===== config.mk =====
export PLATFORM = sky130hd
export DESIGN_NAME = pipe_id_ex_skid
export DESIGN_NICKNAME = d
export VERILOG_FILES = /design/src/rtl/pipe_pkg.sv /design/src/rtl/pipe_skid_ctl.sv /design/src/rtl/pipe_id_ex_skid.sv
export SDC_FILE = /design/constraint.sdc
export NUM_CORES = 1
export LEC_CHECK = 0
export ABC_AREA = 1
export BUFFER_PORTS_ARGS = -buffer_cell sky130_fd_sc_hd__buf_4
export CAP_MARGIN = 20
export CORE_UTILIZATION = 62
export CTS_BUF_LIST = sky130_fd_sc_hd__clkbuf_8
export DETAILED_ROUTE_END_ITERATION = 8
export PLACE_DENSITY_LB_ADDON = 0.12
export SLEW_MARGIN = 20
export SYNTH_ARGS = -nofsm -noshare
export SYNTH_HDL_FRONTEND = slang
export SYNTH_SLANG_ARGS = --single-unit

===== constraint.sdc =====
create_clock -name clk -period 17.9 [get_ports clk]
set_input_delay 1.79 -clock clk [delete_from_list [all_inputs] [get_ports clk]]
set_output_delay 1.79 -clock clk [all_outputs]
set_load 0.02 [all_outputs]

===== src/rtl/pipe_pkg.sv =====
// Shared state encoding and default widths for the ID/EX skid stage.
package pipe_pkg;

    localparam int XLEN_DEF    = 32;
    localparam int RA_W_DEF    = 5;
    localparam int ALUOP_W_DEF = 4;
    localparam int CNT_W_DEF   = 16;

    // EMPTY: nothing held; BUSY: main holds a bundle; FULL: main and skid both hold bundles.
    typedef enum logic [1:0] {
        EMPTY = 2'd0,
        BUSY  = 2'd1,
        FULL  = 2'd2
    } skid_state_t;

    typedef struct packed {
        logic [ALUOP_W_DEF-1:0] aluop;
        logic                   alusrc;
        logic                   regwrite;
        logic                   memtoreg;
        logic                   memwrite;
        logic                   memread;
    } id_ex_ctrl_t;

    typedef struct packed {
        logic [RA_W_DEF-1:0] ars1;
        logic [RA_W_DEF-1:0] ars2;
        logic [RA_W_DEF-1:0] ard;
        logic [XLEN_DEF-1:0] rs1;
        logic [XLEN_DEF-1:0] rs2;
        logic [XLEN_DEF-1:0] imm;
    } id_ex_data_t;

    typedef struct packed {
        id_ex_ctrl_t ctrl;
        id_ex_data_t data;
    } id_ex_t;

endpackage


===== src/rtl/pipe_skid_ctl.sv =====
// Skid-buffer FSM: decides where each bundle goes, owns IN_READY and the stall counter.
module pipe_skid_ctl
    import pipe_pkg::*;
#(
    parameter int CNT_W = CNT_W_DEF
) (
    input  logic             clk,
    input  logic             rst,
    input  logic             in_valid,
    input  logic             out_ready,
    input  logic             flush,
    output logic             in_ready,
    output logic             out_valid,
    output logic             load_main,
    output logic             load_skid,
    output logic             move_skid,
    output logic             clear_main,
    output logic             clear_skid,
    output logic [CNT_W-1:0] stall_cnt
);

    skid_state_t state, next_state;
    logic        accept, consume;

    function automatic logic [CNT_W-1:0] sat_inc(input logic [CNT_W-1:0] v);
        return (&v) ? v : v + 1'b1;
    endfunction

    assign accept    = in_valid & in_ready;
    assign consume   = out_valid & out_ready;
    assign out_valid = (state != EMPTY);

    always_ff @(posedge clk or posedge rst) begin
        if (rst) state <= EMPTY;
        else     state <= next_state;
    end

    always_comb begin
        next_state = state;
        if (flush) begin
            next_state = EMPTY;
        end else begin
            case (state)
                EMPTY:   if (accept) next_state = BUSY;
                BUSY: begin
                    if (accept && !consume)      next_state = FULL;
                    else if (!accept && consume) next_state = EMPTY;
                end
                FULL:    if (consume) next_state = BUSY;
                default: next_state = EMPTY;
            endcase
        end
    end

    // A vacated register is always cleared so the outputs read 0 whenever OUT_VALID is low.
    always_comb begin
        load_main  = 1'b0;
        load_skid  = 1'b0;
        move_skid  = 1'b0;
        clear_main = 1'b0;
        clear_skid = 1'b0;
        if (flush) begin
            clear_main = 1'b1;
            clear_skid = 1'b1;
        end else begin
            case (state)
                EMPTY: load_main = accept;
                BUSY: begin
                    load_main  = accept & consume;
                    load_skid  = accept & ~consume;
                    clear_main = ~accept & consume;
                end
                FULL:    move_skid = consume;
                default: begin
                    clear_main = 1'b1;
                    clear_skid = 1'b1;
                end
            endcase
        end
    end

    // Registered ready: depends only on next state, never combinationally on out_ready.
    always_ff @(posedge clk or posedge rst) begin
        if (rst) in_ready <= 1'b0;
        else     in_ready <= (next_state != FULL);
    end

    always_ff @(posedge clk or posedge rst) begin
        if (rst)                         stall_cnt <= '0;
        else if (out_valid && !out_ready) stall_cnt <= sat_inc(stall_cnt);
    end

endmodule


===== src/rtl/pipe_id_ex_skid.sv =====
// ID/EX pipeline stage with valid/ready handshake, 2-entry skid buffer, flush and stall counter.
module pipe_id_ex_skid
    import pipe_pkg::*;
#(
    parameter int XLEN    = XLEN_DEF,
    parameter int RA_W    = RA_W_DEF,
    parameter int ALUOP_W = ALUOP_W_DEF,
    parameter int CNT_W   = CNT_W_DEF
) (
    input  logic               clk,
    input  logic               rst,
    input  logic               IN_VALID,
    output logic               IN_READY,
    input  logic               FLUSH,
    input  logic [ALUOP_W-1:0] ALUOP_IN,
    input  logic               ALUSRC_IN,
    input  logic               REGWRITE_IN,
    input  logic               MEMTOREG_IN,
    input  logic               MEMWRITE_IN,
    input  logic               MEMREAD_IN,
    input  logic [RA_W-1:0]    ARS1_IN,
    input  logic [RA_W-1:0]    ARS2_IN,
    input  logic [RA_W-1:0]    ARD_IN,
    input  logic [XLEN-1:0]    RS1_IN,
    input  logic [XLEN-1:0]    RS2_IN,
    input  logic [XLEN-1:0]    IMMEDIATE_IN,
    output logic               OUT_VALID,
    input  logic               OUT_READY,
    output logic [ALUOP_W-1:0] ALUOP_OUT,
    output logic               ALUSRC_OUT,
    output logic               REGWRITE_OUT,
    output logic               MEMTOREG_OUT,
    output logic               MEMWRITE_OUT,
    output logic               MEMREAD_OUT,
    output logic [RA_W-1:0]    ARS1_OUT,
    output logic [RA_W-1:0]    ARS2_OUT,
    output logic [RA_W-1:0]    ARD_OUT,
    output logic [XLEN-1:0]    RS1_OUT,
    output logic [XLEN-1:0]    RS2_OUT,
    output logic [XLEN-1:0]    IMMEDIATE_OUT,
    output logic [CNT_W-1:0]   STALL_CNT
);

    // Same layout as the package bundle types, but sized by this instance's parameters.
    typedef struct packed {
        logic [ALUOP_W-1:0] aluop;
        logic               alusrc;
        logic               regwrite;
        logic               memtoreg;
        logic               memwrite;
        logic               memread;
    } ctrl_t;

    typedef struct packed {
        logic [RA_W-1:0] ars1;
        logic [RA_W-1:0] ars2;
        logic [RA_W-1:0] ard;
        logic [XLEN-1:0] rs1;
        logic [XLEN-1:0] rs2;
        logic [XLEN-1:0] imm;
    } data_t;

    typedef struct packed {
        ctrl_t ctrl;
        data_t data;
    } bundle_t;

    bundle_t in_p0, main_p1, skid_p1;
    logic    vld_p1;
    logic    load_main, load_skid, move_skid, clear_main, clear_skid;

    assign in_p0 = {ALUOP_IN, ALUSRC_IN, REGWRITE_IN, MEMTOREG_IN, MEMWRITE_IN, MEMREAD_IN,
                    ARS1_IN, ARS2_IN, ARD_IN, RS1_IN, RS2_IN, IMMEDIATE_IN};

    pipe_skid_ctl #(
        .CNT_W (CNT_W)
    ) u_ctl (
        .clk        (clk),
        .rst        (rst),
        .in_valid   (IN_VALID),
        .out_ready  (OUT_READY),
        .flush      (FLUSH),
        .in_ready   (IN_READY),
        .out_valid  (vld_p1),
        .load_main  (load_main),
        .load_skid  (load_skid),
        .move_skid  (move_skid),
        .clear_main (clear_main),
        .clear_skid (clear_skid),
        .stall_cnt  (STALL_CNT)
    );

    // ---- stage p1: main (visible to EX) and skid (overflow) ----
    always_ff @(posedge clk or posedge rst) begin
        if (rst)            main_p1 <= '0;
        else if (clear_main) main_p1 <= '0;
        else if (load_main)  main_p1 <= in_p0;
        else if (move_skid)  main_p1 <= skid_p1;
    end

    always_ff @(posedge clk or posedge rst) begin
        if (rst)                         skid_p1 <= '0;
        else if (clear_skid || move_skid) skid_p1 <= '0;
        else if (load_skid)               skid_p1 <= in_p0;
    end

    assign OUT_VALID = vld_p1;
    assign {ALUOP_OUT, ALUSRC_OUT, REGWRITE_OUT, MEMTOREG_OUT, MEMWRITE_OUT, MEMREAD_OUT,
            ARS1_OUT, ARS2_OUT, ARD_OUT, RS1_OUT, RS2_OUT, IMMEDIATE_OUT} = main_p1;

endmodule


==> flow_metrics.py <==
metrics = {
    "status": {
        "status": "completed",
    },
    "timing": {
        "worst_slew_pin_slew_ns": 1.04,
        "period_needed_ns": 3.95,
        "fin_setup_tns_ns": 0,
        "maxSlewViolCount": 0,
        "skew_ns": 0.0232,
        "rsz0062_at_grt": "false",
        "clock.fmax_mhz": 253,
        "hold_viol": 0,
        "finalCritPeriodShare_pct": 22.1,
        "max_slew_margin_pct": 30.6,
        "setup_viol": 0,
    },
    "global_routing": {
        "grt_overflow": 0,
        "antenna_found_initial": 2,
        "grt_pass1_vias": 10496,
        "grt_pass1_wl_um": 52300,
        "grt_usage_pct": 30.1,
        "grt_max_degree": 133,
    },
    "drt": {
        "viasPerCell": 5.33,
        "drt_iter0_markers": 776,
        "vias": 11347,
        "route.antenna.remaining_nets": 0,
        "drc": 0,
        "detail_route.wirelength_um": 31600,
        "dr.pass1.iters": 5,
        "wl_per_cell_um": 14.8,
    },
    "critical_path": {
        "path_class": "in2reg",
        "critPathMaxFanout": 115,
        "crit_arrival_ns": 4.33,
        "cp-end-kind": "flip-flop",
        "cp-start-kind": "input pin",
        "crit_required_ns": 18.28,
    },
    "clock_tree": {
        "cts.htree.levels": 2,
        "cts_resized": 0,
        "cts.sinks": 259,
        "clkTransAtPathRegs_ns": 0.06,
        "tritoncts": "built",
        "hold_buffers": 0,
        "root_buffer": "clkbuf_8",
        "cts_buffers": 44,
        "cts_buffer_depth": 3,
        "clk-insertion-delay-late_ns": 0.55,
        "postCtsSetupRepairBufs": 0,
    },
    "synthesis": {
        "ys_ff_latch": 259,
        "avgSynthCellArea_um2": 7.87,
        "synth_cell_types": 26,
        "synth_nets": 1751,
        "synth-seq-area-share_pct": 50.7,
        "yosys-top-cells-area": "dfrtp_1 (51%), nand2_1 (9.3%), o21ai_0 (8.6%)",
        "synth_top_area_share_pct": 50.7,
        "synthCells": 1625,
        "synth_area_mm2": 0.0128,
        "yosys.area.top_type": "dfrtp_1",
        "yosys_warnings": 0,
    },
    "floorplanning": {
        "initial_core_util_pct": 63.2,
        "num_rows": 52,
        "die_height_um": 146,
        "die-area_mm2": 0.0212,
        "num_io_pins": 263,
        "dieWidth_um": 146,
        "core_area_mm2": 0.0202,
    },
    "pwr": {
        "ir_drop_v": 0.0000831,
        "power.density_mw_per_mm2": 107,
        "power_leakage_uw": 0.00815,
    },
    "placed_design": {
        "place_hpwl_um": 19100,
        "gp_congestion": 0.838,
        "io_buffers": 262,
        "dpl_cell_area_mm2": 0.0146,
    },
    "cells_and_area": {
        "seq_area_mm2": 0.00648,
        "final_nets": 1952,
        "fillers": 1525,
        "final_area_mm2": 0.0155,
        "multi_input_area_mm2": 0.00520,
        "drive_gt1_share_pct": 19.0,
        "fin_util_pct": 76.7,
        "syn2layout_area_growth_pct": 21.4,
    },
    "hold_path": {
        "min-delay-path-class": "reg2reg",
    },
    "run": {
        "drv_cap": 0,
    },
}
[critical path: stages]
cell and delay, ns:
buf_4 0.11, nand2_1 0.10, inv_1 0.10, nand4_4 0.25, buf_4 0.84, buf_4 0.83
o21ai_0 0.22
[per-stage QoR]
step | std cells | hold slack (ns) | power, uW | setup slack (ns)
floorplan | 1625 | 0.478 | 990 | 8.98
global placement | 2050 | 0.490 | 1140 | 13.54
detailed placement | 2050 | 0.499 | 1150 | 13.40
CTS | 2127 | 0.513 | 1670 | 13.99
global route | 2127 | 0.533 | 1750 | 13.71
finish | 2128 | 0.507 | 1660 | 13.95
[cell usage after synthesis]
cell type and instances:
buf_1 2, inv_1 138, clkbuf_1 27, nand4_2 1, o21ai_0 220, nand3_1 129, a21oi_1 1, xor2_1 2
nand2_1 317, o21bai_1 1, nor2_2 2, o21ai_1 33, buf_6 2, inv_2 4, nand3b_1 120, buf_2 77
buf_4 12, xnor2_1 2, nor2_1 263, nand2_4 1, o21ai_2 1, nand2_2 4, and2_4 1, nand4_1 5
dfrtp_1 259, ha_1 1
[layout make-up]
class                           instances  area share [%]
Timing Repair Buffer                  275            13.4
Sequential cell                       259            41.8
Tap cell                              270            2.18
Inverter                              142            3.48
Clock buffer                           57            5.06
Clock inverter                         20           0.540
Multi-Input combinational cell       1104            33.6
Antenna cell                            1          0.0161
[logic make-up after synthesis]
kind of cell | after synthesis | share of synthesized area [%]
AOI/OAI and AO/OA | 256 | 10.1
xor gates and xnor gates | 4 | 0.274
adders and majority gates | 1 | 0.0979
buffers and inverters | 262 | 8.92
DFF | 259 | 50.7
and+or+nand+nor | 843 | 29.9
[final timing paths]
check,start,slack [ns],cells after the start,end
worst max-delay path,IN_VALID,13.95,7,skid_p1[55]
worst min-delay path,skid_p1[5],0.51,2,skid_p1[5]
worst max register to register,u_ctl.state[0],14.93,7,skid_p1[55]
worst min register to register,skid_p1[5],0.51,2,skid_p1[5]
max in group asynchronous,rst,15.04,3,skid_p1[21]
min in group asynchronous,rst,1.39,2,u_ctl.stall_cnt[14]
[sequential cells by signal (all words and copies together), names as in the netlist]
name and cells:
IMMEDIATE_OUT 32, MEMWRITE_OUT 1, u_ctl.stall_cnt 16, ARS1_OUT 5, ARD_OUT 5, RS2_OUT 32
MEMTOREG_OUT 1, ARS2_OUT 5, MEMREAD_OUT 1, skid_p1 120, u_ctl.in_ready 1, RS1_OUT 32
u_ctl.state 2, ALUSRC_OUT 1, ALUOP_OUT 4, REGWRITE_OUT 1
[placed cells by master (no fill, tap or decap), drive strengths merged]
cell type	instances
nand4	6
buf	275
xor2	2
nand2	322
dfrtp	259
and2	1
o21ai	254
nand3	129
clkinvlp	2
clkinv	1
xnor2	2
diode	1
nand3b	120
a21oi	1
inv	159
o21bai	1
ha	1
clkbuf	57
nor2	265
[where the power goes]
group          switching, uW  leakage [uW]  internal, uW
Clock                    233      0.000505           283
Sequential              55.2       0.00347           662
Combinational            253       0.00418           176
[layer usage]
layer / wire (um) / track usage, % / vias to the layer above
met1: 13800 / 42.7 / 5321
li1: - / - / 5591
met3: 2400 / 7.15 / 50
met2: 14700 / 46.4 / 383
met5: 13 / 0 / -
met4: 650 / 9.16 / 2
Note: power is estimated with default switching activity, not from simulation.
